<file path="config.mk">
export PLATFORM = sky130hd
export DESIGN_NAME = if_fetch_unit
export DESIGN_NICKNAME = d
export VERILOG_FILES = /design/src/rtl/if_fetch_unit_pkg.sv /design/src/rtl/if_fetch_fifo.sv /design/src/rtl/if_fetch_unit.sv
export SDC_FILE = /design/constraint.sdc
export NUM_CORES = 1
export LEC_CHECK = 0
export CAP_MARGIN = 15
export CORE_ASPECT_RATIO = 1.1
export CORE_MARGIN = 2
export CORE_UTILIZATION = 56
export DETAILED_ROUTE_END_ITERATION = 8
export GPL_ROUTABILITY_DRIVEN = 0
export HOLD_SLACK_MARGIN = 0.05
export PLACE_DENSITY = 0.84
export RECOVER_POWER = 50
export SLEW_MARGIN = 20
export SYNTH_ARGS = -nofsm -noshare
export SYNTH_HDL_FRONTEND = slang
export SYNTH_SLANG_ARGS = --single-unit
</file>
<file path="constraint.sdc">
create_clock -name clk -period 13.84 [get_ports clk]
set_input_delay 4.152 -clock clk [delete_from_list [all_inputs] [get_ports clk]]
set_output_delay 4.152 -clock clk [all_outputs]
set_load 0.005 [all_outputs]
</file>
<file path="src/rtl/if_fetch_unit_pkg.sv">
// if_fetch_unit_pkg -- shared definitions for the instruction-fetch stage.
//
// Provides the bus-width / constant macros used across the fetch slice
// (`RomAddrBus, `InstBus, `ZeroWord, `ChipEnable/`ChipDisable, `RstEnable,
// `IfIdle/`IfRun/`IfHalt), the fetch FSM state type, and a word-alignment
// helper. Compile this file before the other fetch files.
//
// Optional feature: FETCH_ALIGN_CHECK_EN (see if_fetch_unit.sv).

`ifndef IF_FETCH_DEFINES_SVH
`define IF_FETCH_DEFINES_SVH
`define RomAddrBus  31:0
`define InstBus     31:0
`define ZeroWord    32'h0000_0000
`define ChipEnable  1'b1
`define ChipDisable 1'b0
`define RstEnable   1'b1
`define IfIdle      2'b00
`define IfRun       2'b01
`define IfHalt      2'b10
`endif

package if_fetch_unit_pkg;

    typedef enum logic [1:0] {
        IF_IDLE = `IfIdle,
        IF_RUN  = `IfRun,
        IF_HALT = `IfHalt
    } fetch_state_e;

    localparam int unsigned QUEUE_DEPTH = 2;

    // Drop the byte-offset bits of a redirect target.
    function automatic logic [`RomAddrBus] align_word(input logic [`RomAddrBus] addr);
        return {addr[31:2], 2'b00};
    endfunction

endpackage

</file>
<file path="src/rtl/if_fetch_fifo.sv">
// if_fetch_fifo -- 2-entry {pc, inst} queue between fetch and decode.
//
// Ports:
//   clk, rst          clock, asynchronous active-high reset
//   push, push_pc,
//   push_inst         enqueue one fetched instruction
//   pop               dequeue the head (ignored when empty)
//   clear             flush all entries (wins over push/pop)
//   count             number of valid entries (0..2)
//   head_valid,
//   head_pc,
//   head_inst         queue head; pc/inst read as zero when empty

import if_fetch_unit_pkg::*;

module if_fetch_fifo (
    input  logic              clk,
    input  logic              rst,
    input  logic              push,
    input  logic [`RomAddrBus] push_pc,
    input  logic [`InstBus]    push_inst,
    input  logic              pop,
    input  logic              clear,
    output logic [1:0]        count,
    output logic              head_valid,
    output logic [`RomAddrBus] head_pc,
    output logic [`InstBus]    head_inst
);

    logic [`RomAddrBus] pc_mem   [QUEUE_DEPTH];
    logic [`InstBus]    inst_mem [QUEUE_DEPTH];
    logic               wr_ptr;
    logic               rd_ptr;

    // NOTE: only the pointers and count are reset; the storage array is
    // qualified by count, so resetting it would add reset fan-out for nothing.
    always_ff @(posedge clk or posedge rst) begin
        if (rst == `RstEnable) begin
            wr_ptr <= 1'b0;
            rd_ptr <= 1'b0;
            count  <= 2'd0;
        end else if (clear) begin
            wr_ptr <= 1'b0;
            rd_ptr <= 1'b0;
            count  <= 2'd0;
        end else begin
            if (push) wr_ptr <= ~wr_ptr;
            if (pop)  rd_ptr <= ~rd_ptr;
            count <= count + 2'(push) - 2'(pop);
        end
    end

    always_ff @(posedge clk) begin
        if (push && !clear) begin
            pc_mem[wr_ptr]   <= push_pc;
            inst_mem[wr_ptr] <= push_inst;
        end
    end

    assign head_valid = (count != 2'd0);
    assign head_pc    = head_valid ? pc_mem[rd_ptr]   : `ZeroWord;
    assign head_inst  = head_valid ? inst_mem[rd_ptr] : `ZeroWord;

endmodule

</file>
<file path="src/rtl/if_fetch_unit.sv">
// if_fetch_unit -- instruction-fetch stage.
//
// Holds the PC, keeps at most one ROM request in flight, and buffers
// responses in a 2-entry queue so decode stalls never drop an instruction.
// A redirect flushes the queue and discards any response arriving with it.
//
// Ports:
//   clk, rst                     clock, asynchronous active-high reset
//   stall                        decode cannot take the head this cycle
//   branch_flag_i/_target_i      redirect request and address
//   rom_ce, rom_addr             ROM request (combinational)
//   rom_inst, rom_ack            ROM response, one cycle after the request
//   if_valid, if_pc, if_inst     queue head to decode
//   fetch_fault                  misaligned redirect seen
//
// Macro FETCH_ALIGN_CHECK_EN: when defined, a misaligned redirect target
// parks the stage in HALT with fetch_fault set until an aligned redirect.
// When undefined, target bits [1:0] are forced to zero and fetch_fault is 0.

import if_fetch_unit_pkg::*;

module if_fetch_unit #(
    parameter logic [`RomAddrBus] RESET_PC = 32'h0000_0000
) (
    input  logic               clk,
    input  logic               rst,
    input  logic               stall,
    input  logic               branch_flag_i,
    input  logic [`RomAddrBus] branch_target_i,
    output logic               rom_ce,
    output logic [`RomAddrBus] rom_addr,
    input  logic [`InstBus]    rom_inst,
    input  logic               rom_ack,
    output logic               if_valid,
    output logic [`RomAddrBus] if_pc,
    output logic [`InstBus]    if_inst,
    output logic               fetch_fault
);

    fetch_state_e       state;
    logic [`RomAddrBus] pc;
    logic [`RomAddrBus] req_pc;
    logic               inflight;
    logic [1:0]         count;
    logic               push;
    logic               pop;
    logic               issue_new;
    logic               replay;
    logic [2:0]         occupancy;

    // A redirect drops the response arriving with it and freezes the head.
    assign push = inflight & rom_ack & ~branch_flag_i;
    assign pop  = if_valid & ~stall & ~branch_flag_i;

    // Slots already committed after this edge: queued entries plus the
    // outstanding request, minus the entry decode takes now. Keeping this
    // below the depth guarantees every response has somewhere to land.
    assign occupancy = {1'b0, count} + {2'b00, inflight} - {2'b00, pop};

    // NOTE: every variable assigned here gets a default first so no latch
    // is inferred on paths that do not drive it.
    always_comb begin
        issue_new = 1'b0;
        replay    = 1'b0;
        if (state == IF_RUN && !branch_flag_i) begin
            if (inflight && !rom_ack)
                replay = 1'b1;
            else if (occupancy < 3'd2)
                issue_new = 1'b1;
        end
    end

    assign rom_ce   = (issue_new || replay) ? `ChipEnable : `ChipDisable;
    assign rom_addr = replay ? req_pc : (issue_new ? pc : `ZeroWord);

`ifdef FETCH_ALIGN_CHECK_EN
    logic fault_q;
    assign fetch_fault = fault_q;
`else
    assign fetch_fault = 1'b0;
`endif

    // NOTE: state registers use non-blocking assignments so every flop
    // samples pre-edge values regardless of statement order.
    always_ff @(posedge clk or posedge rst) begin
        if (rst == `RstEnable) begin
            state    <= IF_IDLE;
            pc       <= RESET_PC;
            req_pc   <= `ZeroWord;
            inflight <= 1'b0;
`ifdef FETCH_ALIGN_CHECK_EN
            fault_q  <= 1'b0;
`endif
        end else if (branch_flag_i) begin
            inflight <= 1'b0;
`ifdef FETCH_ALIGN_CHECK_EN
            if (branch_target_i[1:0] != 2'b00) begin
                state   <= IF_HALT;
                fault_q <= 1'b1;
            end else begin
                state   <= IF_RUN;
                fault_q <= 1'b0;
                pc      <= branch_target_i;
            end
`else
            state <= IF_RUN;
            pc    <= align_word(branch_target_i);
`endif
        end else begin
            case (state)
                IF_IDLE: state <= IF_RUN;
                IF_RUN: begin
                    if (issue_new) begin
                        pc     <= pc + 32'd4;
                        req_pc <= pc;
                    end
                    inflight <= issue_new | replay;
                end
                default: inflight <= 1'b0;  // HALT: no requests
            endcase
        end
    end

    if_fetch_fifo u_fifo (
        .clk        (clk),
        .rst        (rst),
        .push       (push),
        .push_pc    (req_pc),
        .push_inst  (rom_inst),
        .pop        (pop),
        .clear      (branch_flag_i),
        .count      (count),
        .head_valid (if_valid),
        .head_pc    (if_pc),
        .head_inst  (if_inst)
    );

endmodule

</file>
==> results <==
- In this run the worst path has a maximum fanout of 48.
- For met3 alone, demand over resource in global routing was under 10%.
- The data arrival time of the critical path is 7930 ps.
- The simple logic cell fraction of the synthesized area is approximately 13%.
- The share of async-settable or async-resettable flops after synthesis is 34.7%.
- In this run the horizontal extent of the chip is approximately 120 µm.
- The worst hold path terminates at u_fifo.pc_mem[1][30].
- The signed area change from the synthesized netlist to the final layout is 26.9%.
- The number of resized instances in the post-cts repair step is 0.
- For this run, the share of the core covered by cells in the final layout is 72.3%.
- The cell area power density is about 140 mW/mm².
- The worst hold path passes through 0 cells.
- The most numerous cell type found on the critical path is sky130_fd_sc_hd__nand2_1.
- The final routed DRC violation total is 0.
- The final count of hold timing violations was 0.
- The largest incremental delay on the critical path is just under 600 ps.
- The data required time of the worst path is 9690 ps.
- For this design, the sink count on the clock tree is 190.
- The filler cell count in the final layout is ~1000.
- The setup path with the least slack is of type in2out.
- The worst register-to-register path has a depth of 12.
- Measured against its own limit, the worst slew margin works out to -143%.
- During placement, the flow inserted port buffers numbering 160.
- The endpoint class of the critical path is an output pin.
- The critical path goes through dlygate4sd3_1 -> nor3_1 -> ha_1 -> inv_1 -> nand2_1 -> fa_1 -> nand2_1 -> or3_4 -> nor2_4 -> buf_12 -> a22o_1 -> clkdlybuf4s50_1.
- The synthesized design contains roughly 120 enable-type register cells.
- In this run the critical register-to-register path is captured at req_pc[8].
- The met2 track demand over resource in global routing is 39.9%.
- The static leakage is about 3.7 nW.
- For the final database, setup skew stands at about 11 ps.
- The worst hold path startpoint is req_pc[30].
- The floorplan step defined a die boundary enclosing ~0.016 mm².
- The detail-routed net length per standard cell is 18.7 µm.
- The number of buffers on the longest clock path is 2.
- TritonCTS built the clock tree.
- The post-synthesis cell type with the largest combined area is sky130_fd_sc_hd__edfxtp_1.
- Buffers inserted to repair hold after CTS numbered 0.
- The final reports fail on capacitance limit, slew limit.
- For flop-to-flop paths, the worst setup slack is approximately 9800 ps.
- The wire length reported by the detailed router is around 19 mm.
- In this design, the largest share of critical-path delay is due to buffers and inverters.
- The net total in the final layout is a little under 900.
- The clock latency reported for the late side of the worst-skew pair is 420 ps.
- The final critical-path share of the clock period is roughly 87%.
- The run finished, with violations left.
- For this run, the leading register cell type out of synthesis is sky130_fd_sc_hd__edfxtp_1.
- The buffer cell driving the clock tree root is sky130_fd_sc_hd__clkbuf_16.
- The worst hold slack after final layout is around 500 ps.
- Entering global routing, the biggest net connects 67 pins.
- The initial core utilization is between 50% and 60%.
- The post-synth design cell area is around 0.0085 mm².
- The warning count from the yosys run is 0.
- Max-cap violations in this run came to 4.
- After detailed routing, the number of vias per cell comes to roughly 5.9.
- The initialized floorplan defines 47 standard-cell rows.
- Global routing used about 31% of the available met1 tracks.
- Across the VDD grid, the largest voltage drop is ~0.087 mV.
- For this design, the slowest cell found on the critical path is sky130_fd_sc_hd__dlygate4sd3_1.
- The total routing usage reported by global routing is about a quarter.
- The count of cell types in the netlist is 53.
- The number of buffers inserted by post-CTS setup repair is 0.
- The fraction of the mapped netlist area in adder cells is 0.820%.
- The area of all sequential standard cells is about 0.0054 mm².
- The H-tree depth is 4.
- The proportion of synthesized area in mux cells is between 10% and 20%.
- Setup repair after global routing left no endpoint under its margin.
- The area of the multi-input gates is 0.00292 mm².
- The routed layout has roughly 6000 vias.
- A synthesized cell averages ~13 µm².
- The sequential area share after synthesis is a little over three fifths.
- The wire-length estimate of the detail-placed layout is around 12 mm.
- The total clock buffers created by CTS is 17.
- The count of boundary I/O pins is 168.
- The worst reg2reg path startpoint is u_fifo.count[1].
- At the pin with the least slew margin, the transition time is between 3000 and 4000 ps.
- The final total negative setup slack is 0 ps.
- The final global-route overflow total is 0.
- The layer with the highest usage after global routing is met2.
- The height of the die is around 130 µm.
- The clock-pin slew reported for the worst setup and hold paths after clock tree synthesis is roughly 60 ps.
- The number of max-slew violations in the final report is around 190.
- The initial antenna violation count is 0.
- The class of the worst hold path is reg2reg.
- For this block, the initial DRC count from the detailed router was about 450.
- After synthesis, the cell types taking the most area are sky130_fd_sc_hd__edfxtp_1 44%, sky130_fd_sc_hd__dfrtp_1 19%, sky130_fd_sc_hd__mux2i_1 7.4%, sky130_fd_sc_hd__mux2_2 4.0%, sky130_fd_sc_hd__nor2_1 3.5%.
- The maximum clock frequency is between 0.08 and 0.09 GHz.
- The first global-routing pass estimated 30.0 mm of wire.
- The number of iterations in the first detailed-routing pass is 5.
- The ratio of cells with drive above 1 in the final layout is approximately a tenth.
- The count of nets left with antenna violations once routing finished came out at 0.
- The critical path contains buffers and inverters numbering 4 combined.
- The total area inside the core boundary comes to 0.0150 mm².
- The smallest clock period supported by the final layout is computed as ~12000 ps.
- After synthesis, the largest family of logic cells by area is simple AND/OR/NAND/NOR gates.
- The number of synthesized register bits is 190.
- The number of global-route vias before repair is just under 6000.
- The synthesized netlist devotes less than 1% of its cell area to XOR and XNOR gates.
- The kind of start point of the critical path is an input port.
- The synthesized netlist devotes 8.15% of its cell area to compound gates.
- Setup violations remaining at the end of the flow were counted as 0.
- The gate count of the mapped netlist is between 600 and 700.
- The synthesized design devotes to its leading area cell type about 44% of total area.
- The repair_antennas step left the layout with diodes totalling 0.
kinds of logic after synthesis:
| family | after synthesis |
|---|---|
| AND/OR/NAND/NOR | 215 |
| flip-flops | 190 |
| XOR/XNOR | 6 |
| multiplexers | 93 |
| adder cells (fa/ha/maj) | 5 |
| buffers and inverters | 63 |
| other | 2 |
| AO/OA/AOI/OAI | 92 |
area by class of cell:
type / count / area share (%)
Sequential cell: 190 / 49.6
Timing Repair Buffer: 168 / 15.3
Clock inverter: 15 / 1.59
Tap cell: 196 / 2.26
Clock buffer: 17 / 3.92
Inverter: 11 / 0.381
Multi-Input combinational cell: 417 / 27.0
metrics by stage:
stage | area, µm² | worst slack, ps | total power, mW | instances
5_1_grt | 10800 | 1550 | 1.56 | 1014
3_3_place_gp | 10300 | 1930 | 1.01 | 982
4_1_cts | 10900 | 1870 | 1.51 | 1014
6_report | 10800 | 1760 | 1.50 | 1014
2_1_floorplan | 8560 | 2590 | 0.900 | 670
3_5_place_dp | 10300 | 1890 | 1.03 | 982
where the power goes:
part / internal, mW / total, mW / switching [mW] / leakage, nW
combinational: 0.141 / 0.250 / 0.108 / 1.53
clock: 0.272 / 0.487 / 0.215 / 0.289
sequential: 0.690 / 0.765 / 0.0752 / 1.88
sequential cells by signal, summed over array words and instances, names as in the netlist:
name,flops
req_pc,30
u_fifo.pc_mem,60
u_fifo.inst_mem,64
u_fifo.rd_ptr,1
u_fifo.count,2
pc,30
inflight,1
state,1
u_fifo.wr_ptr,1
cells in the final DEF, fill, tap and decap left out, drive strengths merged, types with 4 or more instances in the layout:
| cell type | synthesis | routed |
|---|---|---|
| or4 | 9 | 9 |
| a22o | 31 | 31 |
| nor4 | 4 | 4 |
| conb | 2 | 6 |
| a21oi | 7 | 7 |
| dlygate4sd3 | 0 | 35 |
| nor4b | 4 | 4 |
| a31oi | 11 | 11 |
| nor2b | 12 | 12 |
| nand2 | 25 | 25 |
| mux2 | 30 | 30 |
| dfrtp | 66 | 66 |
| clkinv | 1 | 5 |
| ha | 4 | 4 |
| clkdlybuf4s50 | 0 | 124 |
| o311ai | 7 | 7 |
| clkbuf | 33 | 21 |
| inv | 10 | 17 |
| nand4 | 22 | 22 |
| o31ai | 15 | 15 |
| and3 | 5 | 5 |
| or2 | 4 | 4 |
| nand3 | 19 | 19 |
| or3 | 5 | 5 |
| nor2 | 80 | 80 |
| o21ai | 7 | 7 |
| mux2i | 63 | 63 |
| edfxtp | 124 | 124 |
| nor3 | 13 | 13 |
| buf | 19 | 5 |
| a22oi | 4 | 4 |
worst register-to-register path, delay by kind of cell, from the launching register on:
family / cells / cell delay (ps)
and+or+nand+nor: 6 / 1330
buffers and inverters: 3 / 960
adders and majority gates: 2 / 790
DFF: 1 / 460
muxes: 1 / 390
per-layer routing:
layer  routed length (µm)  vias to the layer above
met1                 7870                     2932
met2                 9550                      245
met3                 1250                       24
li1                     -                     2792
met4                  310                        0
met5                    0                        -
cell usage after synthesis, types with 3 or more instances:
master,count
sky130_fd_sc_hd__o21ai_0,7
sky130_fd_sc_hd__and4_1,3
sky130_fd_sc_hd__o311ai_0,6
sky130_fd_sc_hd__a22o_1,31
sky130_fd_sc_hd__o31ai_1,15
sky130_fd_sc_hd__buf_1,4
sky130_fd_sc_hd__xor2_1,3
sky130_fd_sc_hd__or2_2,4
sky130_fd_sc_hd__nor2b_1,12
sky130_fd_sc_hd__nand4_1,21
sky130_fd_sc_hd__nor2_1,79
sky130_fd_sc_hd__a21oi_1,7
sky130_fd_sc_hd__mux2_2,30
sky130_fd_sc_hd__buf_4,5
sky130_fd_sc_hd__nand3_1,19
sky130_fd_sc_hd__buf_2,9
sky130_fd_sc_hd__inv_1,10
sky130_fd_sc_hd__clkbuf_1,32
sky130_fd_sc_hd__mux2i_1,63
sky130_fd_sc_hd__or3_1,4
sky130_fd_sc_hd__nor4b_1,4
sky130_fd_sc_hd__nand2_1,25
sky130_fd_sc_hd__and3_1,5
sky130_fd_sc_hd__nor3_1,12
sky130_fd_sc_hd__a31oi_1,11
sky130_fd_sc_hd__nor4_1,4
sky130_fd_sc_hd__ha_1,4
sky130_fd_sc_hd__edfxtp_1,124
sky130_fd_sc_hd__nor3b_1,3
sky130_fd_sc_hd__o211ai_1,3
sky130_fd_sc_hd__or4_1,9
sky130_fd_sc_hd__dfrtp_1,66
sky130_fd_sc_hd__a22oi_1,4
sky130_fd_sc_hd__xnor2_1,3
how the worst max path moves through the flow:
stage | start | end | slack (ps) | cells after the start
finish | stall | rom_addr[8] | 1760 | 12
detailed placement | stall | rom_addr[24] | 1890 | 12
global placement | stall | rom_addr[24] | 1930 | 12
CTS | stall | rom_addr[4] | 1870 | 12
global route | stall | rom_addr[7] | 1550 | 12
floorplan | branch_flag_i | rom_addr[10] | 2590 | 13
(Power assumes the default switching activity.)
